--- src/rtl/rr_priority_arbiter.sv ---
// Round-robin arbiter with registered one-hot grant, encoded index
// and a per-ownership hold limit that keeps any requester from starving.
module rr_priority_arbiter #(
   parameter int N        = 8,
   parameter int IDXW     = 3,
   parameter int MAX_HOLD = 4
) (
   input  logic            clk,
   input  logic            rst,
   input  logic [N-1:0]    req,
   output logic [N-1:0]    gnt,
   output logic [IDXW-1:0] gnt_idx,
   output logic            gnt_valid,
   output logic            gnt_new
);

   typedef enum logic {
      IDLE  = 1'b0,
      OWNED = 1'b1
   } state_t;

   state_t            state_q, state_d;
   logic [N-1:0]      gnt_q, gnt_d;
   logic [IDXW-1:0]   idx_q, idx_d;
   logic              new_q, new_d;
   logic [IDXW-1:0]   ptr_q, ptr_d;
   logic [7:0]        hold_q, hold_d;

   logic              win_found;
   logic [IDXW-1:0]   win_idx;
   logic [IDXW:0]     scan;
   logic              lim_hit;
   logic              arb;
   logic [IDXW-1:0]   ptr_next;
   logic [7:0]        hold_inc;

   // Scan ptr, ptr+1, ... modulo N; first live request wins.
   always_comb begin
      win_found = 1'b0;
      win_idx   = '0;
      scan      = '0;
      for (int k = 0; k < N; k++) begin
         scan = {1'b0, ptr_q} + (IDXW+1)'(k);
         if (scan >= (IDXW+1)'(N))
            scan = scan - (IDXW+1)'(N);
         if (!win_found && req[scan[IDXW-1:0]]) begin
            win_found = 1'b1;
            win_idx   = scan[IDXW-1:0];
         end
      end
   end

   assign lim_hit  = (MAX_HOLD != 0) && (hold_q == 8'(MAX_HOLD));
   assign arb      = (state_q == IDLE) || !req[idx_q] || lim_hit;
   assign ptr_next = (win_idx == IDXW'(N-1)) ? '0 : win_idx + 1'b1;
   assign hold_inc = (hold_q == 8'hFF) ? hold_q : hold_q + 8'd1;

   always_comb begin
      state_d = state_q;
      gnt_d   = gnt_q;
      idx_d   = idx_q;
      new_d   = 1'b0;
      ptr_d   = ptr_q;
      hold_d  = hold_inc;
      if (arb) begin
         if (win_found) begin
            state_d = OWNED;
            gnt_d   = {{(N-1){1'b0}}, 1'b1} << win_idx;
            idx_d   = win_idx;
            new_d   = 1'b1;
            ptr_d   = ptr_next;
            hold_d  = 8'd1;
         end else begin
            state_d = IDLE;
            gnt_d   = '0;
            idx_d   = '0;
            hold_d  = 8'd0;
         end
      end
   end

   always_ff @(posedge clk) begin
      if (rst) begin
         state_q <= IDLE;
         gnt_q   <= '0;
         idx_q   <= '0;
         new_q   <= 1'b0;
         ptr_q   <= '0;
         hold_q  <= 8'd0;
      end else begin
         state_q <= state_d;
         gnt_q   <= gnt_d;
         idx_q   <= idx_d;
         new_q   <= new_d;
         ptr_q   <= ptr_d;
         hold_q  <= hold_d;
      end
   end

   assign gnt       = gnt_q;
   assign gnt_idx   = idx_q;
   assign gnt_valid = (state_q == OWNED);
   assign gnt_new   = new_q;

endmodule

--- config.mk ---
export PLATFORM = sky130hd
export DESIGN_NAME = rr_priority_arbiter
export DESIGN_NICKNAME = d
export VERILOG_FILES = /design/src/rtl/rr_priority_arbiter.sv
export SDC_FILE = /design/constraint.sdc
export NUM_CORES = 1
export LEC_CHECK = 0
export CORE_MARGIN = 2
export CORE_UTILIZATION = 35
export DETAILED_ROUTE_END_ITERATION = 10
export GPL_ROUTABILITY_DRIVEN = 0
export GPL_TIMING_DRIVEN = 1
export SLEW_MARGIN = 20
export SYNTH_ARGS = -nofsm -noshare
export SYNTH_HDL_FRONTEND = slang
export SYNTH_SLANG_ARGS = --single-unit
--- constraint.sdc ---
create_clock -name clk -period 4.05 [get_ports clk]
set_input_delay 0.81 -clock clk [delete_from_list [all_inputs] [get_ports clk]]
set_output_delay 0.81 -clock clk [all_outputs]
set_load 0.01 [all_outputs]
==> impl_metrics.py <==
metrics = {
    "status": {
        "status": "complete, no violations",
    },
    "placed_design": {
        "placed_cell_area_um2": 2330,
        "place_hpwl_um": 3730,
        "place_inst": 315,
        "io_buffers": 22,
        "dp_slack_ns": 0.162,
    },
    "logic_synthesis": {
        "synth.most_common_cell": "dfxtp_1",
        "ys_types": 54,
        "yosys-top-cells-count": "dfxtp_1 (24), nor2_1 (22), nand2_1 (20), mux4_2 (12)",
        "synth_area_leaders": "dfxtp_1 (23%), mux4_2 (13%), ha_1 (4.9%), mux2i_1 (4.9%), nor2_1 (4.0%)",
        "synthCells": 226,
        "synth_edf_count": 0,
        "ys_warn_count": 0,
        "synth_top_flop_cell": "dfxtp_1",
        "ys_ff_latch": 24,
        "yosysTopAreaCell": "dfxtp_1",
        "yosysTopAreaCellShare_pct": 23.4,
        "syn_area_per_cell_um2": 9.08,
        "synth_nets": 244,
        "synth_seq_area_share_pct": 23.4,
        "synth_area_um2": 2050,
        "synth-async-reset-ratio_pct": 0,
    },
    "sta": {
        "drv_slew": 0,
        "fin_crit_sh_pct": 91.5,
        "hold_viol_final": 0,
        "worst_slack_ns": 0.346,
        "worst_slew_pin_slew_ns": 0.730,
        "post-route-min-period_ns": 3.70,
        "fmax_ghz": 0.270,
        "rsz0062_at_grt": "no",
        "setup_viol": 0,
        "slew_headroom_pct": 51.3,
        "final.setup.tns_ns": 0,
        "fin_worst_skew_ns": 0.00193,
    },
    "clock_network": {
        "clock_latency_ns": 0.26,
        "cts_hold_buf": 0,
        "cts_sinks": 24,
        "post_cts_resize_count": 0,
        "post_cts_buffers": 0,
        "cts_buffers": 3,
        "htree_levels": 1,
        "cts-root-buf": "clkbuf_8",
        "clk_pin_slew_ns": 0.08,
        "cts_tree": "yes",
        "cts_buffer_depth": 2,
    },
    "die": {
        "num_io_pins": 23,
        "die_y_um": 80.6,
        "die_x_um": 80.6,
        "initial_core_util_pct": 36.8,
        "rows": 27,
        "die_area_um2": 6490,
        "coreArea_um2": 5570,
    },
    "finish": {
        "layoutNonFillerInstCount": 319,
        "nets": 266,
        "final_cell_area_um2": 2390,
        "drive_above_1_share_pct": 16.2,
        "fillCellCount": 555,
        "area_growth_pct": 16.5,
        "insertedDiodeCount": 0,
    },
    "routing": {
        "drc_errors": 0,
        "avgViaCountPerCell": 5.63,
        "postRouteAntennaNets": 0,
        "vias": 1797,
        "routed_wirelength_um": 4870,
        "first_iter_violations": 94,
        "wl_per_cell_um": 15.3,
        "first_pass_iters": 4,
    },
    "critical_path": {
        "crit_buf_inv": 1,
        "cp-start-kind": "register",
        "cp_data_arrival_time_ns": 3.84,
        "cp_cell_sequence": "inv_1 -> ha_1 -> mux4_2 -> mux2_2 -> nor4b_1 -> o21a_1 -> a31oi_1 -> o221a_2 -> mux2i_1 -> ha_1 -> nor3_1 -> a21boi_0 -> a311oi_2",
        "cpMaxStageDelayCell": "ha_1",
        "cp.depth": 13,
        "critPathMostFrequentCell": "ha_1",
        "crit_required_ns": 4.19,
        "critPathMaxStageDelay_ns": 0.65,
        "critPathTopFamily": "multiplexers",
        "crit_type": "reg -> reg",
        "critPathMaxFanout": 11,
        "r2r_cells": 13,
        "crit_path_end_kind": "register",
    },
    "run": {
        "drv_cap": 0,
    },
    "worst_hold_path": {
        "hold-path-cell-count": 1,
        "hp-class": "reg -> reg",
    },
    "power": {
        "p_per_area_nw_per_um2": 772,
        "power.leakage_nw": 0.867,
        "ir_worst_vdd_uv": 371,
    },
    "global_routing": {
        "first_global_vias": 1676,
        "grt_pass1_wl_um": 8240,
        "gr-total-overflow": 0,
        "grt_max_degree": 20,
        "grtUsageTotal_pct": 16.1,
        "antenna_found_initial": 0,
    },
}
## flip-flops by register name, indices dropped and copies added (netlist names)
| register | flops |
|---|---|
| gnt_valid | 1 |
| ptr_q | 3 |
| gnt_new | 1 |
| gnt_idx | 3 |
| gnt | 8 |
| hold_q | 8 |
## routing by layer
layer / part of all wire [%] / wire length [um] / GRT usage (%) / up-vias
met2: 47 / 2290 / 26.2 / 49
li1: - / - / - / 901
met4: 0.68 / 33 / 3.39 / 0
met3: 4.6 / 223 / 3.03 / 5
met5: 0 / 0 / 0 / -
met1: 48 / 2320 / 22.1 / 842
## cells by family after synthesis
kind of cell             share of synthesized area (%)
adder cells (fa/ha/maj)                           4.88
XOR/XNOR                                          3.35
multiplexers                                      21.5
buffers and inverters                             5.55
AO/OA/AOI/OAI                                     22.7
flip-flops                                        23.4
AND/OR/NAND/NOR                                   18.6
## layout by cell type, fill, tap and decap left out, types with 4 or more instances in the layout
| master | synthesis | layout |
|---|---|---|
| dfxtp_1 | 24 | 24 |
| clkbuf_8 | 0 | 4 |
| mux4_2 | 12 | 12 |
| nand2b_1 | 4 | 4 |
| nor2_1 | 22 | 22 |
| o21ai_0 | 7 | 7 |
| a32o_1 | 8 | 8 |
| nand2_1 | 20 | 20 |
| nand3_1 | 8 | 8 |
| ha_1 | 8 | 8 |
| clkdlybuf4s50_1 | 0 | 22 |
| a22oi_1 | 4 | 4 |
| buf_4 | 3 | 6 |
| nor3_1 | 7 | 7 |
| mux2_2 | 5 | 5 |
| a21oi_1 | 11 | 11 |
| mux2i_1 | 10 | 10 |
| inv_1 | 11 | 11 |
## worst reg2reg max path, stage by stage, from the launching register on
cell and delay [ns]:
dfxtp_1 0.34, inv_1 0.10, ha_1 0.65, mux4_2 0.61, mux2_2 0.32, nor4b_1 0.29, o21a_1 0.15, a31oi_1 0.04
o221a_2 0.16, mux2i_1 0.21, ha_1 0.29, nor3_1 0.08, a21boi_0 0.22, a311oi_2 0.12
## power breakdown
part / internal, mW / switching (mW)
registers: 0.290 / 0.0467
logic: 0.614 / 0.732
clock network: 0.0868 / 0.0754
total: 0.991 / 0.854
## stage by stage
stage | total power, mW | hold slack, ns | utilization (%)
after floorplan | 1.36 | 0.497 | -
after global placement | 1.68 | 0.450 | 41.9
after detailed placement | 1.68 | 0.459 | 41.9
after CTS | 1.85 | 0.488 | 42.9
after global routing | 2.00 | 0.508 | 42.9
final | 1.85 | 0.481 | 42.9
## layout make-up
cell class	count	area, um2	area share (%)
Inverter	11	41.3	1.73
Timing Repair Buffer	28	265	11.1
Tap cell	72	90.1	3.77
Sequential cell	24	480	20.1
Multi-Input combinational cell	180	1460	61.0
Clock buffer	4	55.1	2.30
## worst paths after layout
path | slack, ns | startpoint | end
setup / recovery | 0.35 | ptr_q[0]$_SDFFE_PP0P_ | ptr_q[2]$_SDFFE_PP0P_
hold / removal | 0.48 | gnt[6]$_SDFFE_PP0N_ | gnt[6]$_SDFFE_PP0N_
setup reg to reg | 0.35 | ptr_q[0]$_SDFFE_PP0P_ | ptr_q[2]$_SDFFE_PP0P_
hold reg to reg | 0.48 | gnt[6]$_SDFFE_PP0N_ | gnt[6]$_SDFFE_PP0N_
Note: power is estimated with default switching activity, not from simulation.
==> RTL change 1: new RTL, same flow settings <==
Change the parameter `N` from 8 to 4.
--- a/src/rtl/rr_priority_arbiter.sv
+++ b/src/rtl/rr_priority_arbiter.sv
@@ -1,7 +1,7 @@
 // Round-robin arbiter with registered one-hot grant, encoded index
 // and a per-ownership hold limit that keeps any requester from starving.
 module rr_priority_arbiter #(
-   parameter int N        = 8,
+   parameter int N        = 4,
    parameter int IDXW     = 3,
    parameter int MAX_HOLD = 4
 ) (
Interface: changed (resized gnt and req); port bits go from 23 to 15. No check against the original RTL was run, so the function may have changed too.
==> RTL change 1 against the original RTL <==
Total power shrank 58%. Sequential power shrank 22%. Area after synthesis shrank 40%. Sequential cell count shrank 4. Count of clock-buffer cells in the layout shrank 1. Worst setup slack gained 0.78 ns. Core utilization shrank 0.46 points. First-iteration DRC count shrank 44%. Clock skew grew 0.0017 ns. Cell area shrank 40%. Maximum frequency grew 27%. Wire length shrank 49%. Critical endpoint is now gnt[1]$_SDFFE_PP0N_.
==> RTL change 1: results (changes against the original RTL) <==
run status completed (unchanged); worst slew pin tran 0.543 ns (was 0.730 ns); delay-heaviest family, CP compound AO/OA/AOI/OAI gates (was multiplexers); Total Wirelength 2.48 mm (was 4.87 mm); post-detail-place hpwl 1.83 mm (was 3.73 mm); worst-path maximum fanout 15 (was 11); maximum VDD drop 0.000349 V (was 0.000371 V); R2R Path End gnt[1]$_SDFFE_PP0N_ (was ptr_q[2]$_SDFFE_PP0P_); DR iter-0 viols 53 (was 94); clock skew 0.00364 ns (was 0.00193 ns); share of cells above drive strength 1 0.116 (was 0.162); Synth cell types 45 (was 54); Sw Pwr 0.304 mW (was 0.854 mW); Layout Nets 162 (was 266); GR Util All Layers 0.136 (was 0.161); HP Start gnt_idx[2]$_SDFFE_PP0N_ (was gnt[6]$_SDFFE_PP0N_); I/O Buffers 14 (was 22); sequential-to-total area share from yosys stat 0.323 (was 0.234); Clk Latency, worst-skew pair 0.30 ns (was 0.26 ns); worst reg2reg setup slack 1.12 ns (was 0.35 ns); largest net degree at the start of global routing 16 (was 20); Synth top cells by count dfxtp_1, nor2_1, inv_1 (was dfxtp_1, nor2_1, nand2_1); Worst Reg-to-Reg Cells 10 (was 13); hold path cells 2 (was 1); critical path data arrival time 3.13 ns (was 3.84 ns); CTS Root Cell clkbuf_4 (was clkbuf_8); worst-path cell with the longest stage delay mux4_2 (was ha_1); top cells by area, synth dfxtp_1, ha_1, mux4_2 (was dfxtp_1, mux4_2, ha_1); Fillers 377 (was 555); LEAKAGE 0.525 nW (was 0.867 nW); Post-DP Area 0.00140 mm2 (was 0.00233 mm2); first-pass GRT wire length 4.44 mm (was 8.24 mm); vias in the first global route 947 (was 1676)
## RTL change 1: cell types whose count changed in the layout (fill, tap and decap cells not counted), moves of 4 or more
| cell | before | now |
|---|---|---|
| clkdlybuf4s50_1 | 22 | 14 |
| a21oi_1 | 11 | 4 |
| nor3b_1 | 0 | 4 |
| mux2i_1 | 10 | 3 |
| nor2_1 | 22 | 15 |
| mux4_2 | 12 | 4 |
| mux2_2 | 5 | 0 |
| nand2_1 | 20 | 4 |
| a32o_1 | 8 | 4 |
| clkbuf_8 | 4 | 0 |
| nor3_1 | 7 | 1 |
| buf_4 | 6 | 1 |
| dfxtp_1 | 24 | 20 |
## RTL change 1: cell families after synthesis
family	after synthesis	share of synthesized area
compound gates	31	0.187
xor+xnor	3	0.0212
fa+ha+maj	8	0.0807
buf+inv	18	0.0636
flops	20	0.323
mux	8	0.106
simple gates	48	0.219
## RTL change 1: power by group through the flow
stage / Sequential [mW] / Clock, mW / Combinational (mW)
after floorplan: 0.280 / 0 / 0.292
after global placement: 0.266 / 0 / 0.415
after detailed placement: 0.267 / 0 / 0.424
after CTS: 0.263 / 0.0973 / 0.429
after global routing: 0.270 / 0.105 / 0.476
final: 0.263 / 0.0940 / 0.426
## RTL change 1: worst max path at each step
| stage | cells past startpoint | endpoint | slack, ns |
|---|---|---|---|
| finish | 10 | gnt[1]$_SDFFE_PP0N_ | 1.12 |
| global route | 10 | gnt[1]$_SDFFE_PP0N_ | 0.91 |
| CTS | 10 | gnt[1]$_SDFFE_PP0N_ | 1.13 |
| detailed placement | 8 | gnt[1]$_SDFFE_PP0N_ | 0.84 |
| global placement | 8 | gnt[1]$_SDFFE_PP0N_ | 0.86 |
| floorplan | 11 | gnt[1]$_SDFFE_PP0N_ | 1.35 |
## RTL change 1: final cells by class
cell class / count / share of cell area
clock buffer: 3 / 0.0158
inverter: 10 / 0.0263
multi-input combinational: 98 / 0.533
sequential: 20 / 0.281
tap: 46 / 0.0404
timing repair buffer: 15 / 0.104
## RTL change 1: routing by layer
metal	part of all wire	wire, um	vias to the layer above	global-route usage
li1	-	-	513	-
met1	0.49	1220	483	0.188
met2	0.48	1180	17	0.217
met3	0.033	82	0	0.0393
met4	0	0	0	0.0163
met5	0	0	-	0
## RTL change 1: worst min-delay path: cells and delay by family, from the launching register on
kind / cells / cell delay, ns
flip-flops: 1 / 0.34
AO/OA/AOI/OAI: 1 / 0.06
AND/OR/NAND/NOR: 1 / 0.04
## RTL change 1: stage by stage
stage / setup slack, ns / hold slack, ns / std cells
finish: 1.12 / 0.463 / 192
global placement: 0.860 / 0.440 / 189
floorplan: 1.35 / 0.474 / 136
global route: 0.910 / 0.522 / 192
CTS: 1.13 / 0.472 / 192
detailed placement: 0.842 / 0.446 / 189
==> RTL change 2: new RTL, same settings <==
Made on the original files. Reset style: asynchronous (`rst`), changed in one clocked block.
--- a/src/rtl/rr_priority_arbiter.sv
+++ b/src/rtl/rr_priority_arbiter.sv
@@ -79,7 +79,7 @@
       end
    end
 
-   always_ff @(posedge clk) begin
+   always_ff @(posedge clk or posedge rst) begin
       if (rst) begin
          state_q <= IDLE;
          gnt_q   <= '0;
Behaviour: differs if rst is asserted again (counterexample within 4 cycles, from zero or initial values and one cycle with rst high); with rst held inactive, the same outputs for 10 cycles.
==> RTL change 2 against the original RTL <==
Combinational power up 50%. Worst setup slack gained 0.061 ns. Area after synthesis up 16%. Highest routed layer unchanged. Sequential share of layout area grew 2.3 points. Critical path type is now in2reg. Maximum frequency rose by 1.7%. Sequential cell count unchanged. Core utilization decreased by 2.8 points. Wire length up 5.9%. Total power up 43%. Cell area increased by 12%.
==> RTL change 2: results (changes against the original RTL) <==
first-pass GRT wire length 8.94 mm (was 8.24 mm); LEAKAGE 1.06 nW (was 0.867 nW); clock buffer depth 2 (unchanged); CP startpoint req[7] (was ptr_q[0]$_SDFFE_PP0P_); Layout Nets 267 (was 266); maximum VDD drop 0.000307 V (was 0.000371 V); top cells by area, synth dfrtp_1, mux4_2, ha_1 (was dfxtp_1, mux4_2, ha_1); share of cells above drive strength 1 0.214 (was 0.162); worst-path maximum fanout 12 (was 11); area share of fa/ha/maj cells after synthesis 0.0420 (was 0.0488); XOR/XNOR share of the synthesized area 0.0257 (was 0.0335); hold path cells 2 (was 1); net count after synthesis 255 (was 244); HP Start gnt[6]$_DFFE_PP0N_ (was gnt[6]$_SDFFE_PP0N_); RR Startpoint ptr_q[1]$_DFFE_PP0P_ (was ptr_q[0]$_SDFFE_PP0P_); post-synthesis mux area share 0.282 (was 0.215); Post-DP Area 0.00261 mm2 (was 0.00233 mm2); run status completed (unchanged); Rel. slew slack 0.309 (was 0.513); worst-path cell with the longest stage delay clkdlybuf4s50_1 (was ha_1); sequential-to-total area share from yosys stat 0.252 (was 0.234); worst reg2reg setup slack 0.47 ns (was 0.35 ns); Total Wirelength 5.15 mm (was 4.87 mm); post-detail-place hpwl 3.88 mm (was 3.73 mm); Crit path largest cell delay 0.62 ns (was 0.65 ns); DR iter-0 viols 161 (was 94); area fraction in compound gates after synthesis 0.150 (was 0.227)
## RTL change 2: report_power, final
group | internal, mW | switching [mW] | leakage (nW)
Combinational | 0.930 | 1.09 | 0.717
Clock | 0.132 | 0.0777 | 0.0357
Sequential | 0.319 | 0.0823 | 0.309
## RTL change 2: cell type report
class	count	share of cell area
Multi-Input combinational cell	178	0.592
Tap cell	80	0.0374
Clock buffer	3	0.0154
Clock inverter	1	0.0112
Sequential cell	24	0.224
Inverter	14	0.0206
Timing Repair Buffer	28	0.0991
## RTL change 2: metrics by stage
step	hold WS, ns	util	setup WS, ns	power [mW]	cells
5_1_grt	0.518	0.401	0.262	2.88	328
6_report	0.491	0.401	0.407	2.63	328
3_3_place_gp	0.472	0.390	0.171	2.42	324
4_1_cts	0.489	0.401	0.422	2.65	328
3_5_place_dp	0.470	0.390	0.131	2.43	324
2_1_floorplan	0.515	-	0.561	2.05	237
## RTL change 2: layer usage
layer,wire (um),up-vias,track usage
met4,69,0,0.0298
met1,2310,899,0.200
met5,0,-,0
li1,-,899,-
met2,2590,42,0.250
met3,187,6,0.0276
## RTL change 2: worst max-delay path, delay by kind of cell
| kind | cells | cell delay, ns |
|---|---|---|
| AOI/OAI and AO/OA | 4 | 0.65 |
| adders and majority gates | 1 | 0.19 |
| and+or+nand+nor | 4 | 0.88 |
| buffers and inverters | 2 | 0.69 |
| muxes | 1 | 0.59 |
## RTL change 2: cell families after synthesis
logic type | count (synthesis)
and+or+nand+nor | 79
AOI/OAI and AO/OA | 47
muxes | 37
buffers and inverters | 35
DFF | 24
adders and majority gates | 8
xor gates and xnor gates | 7
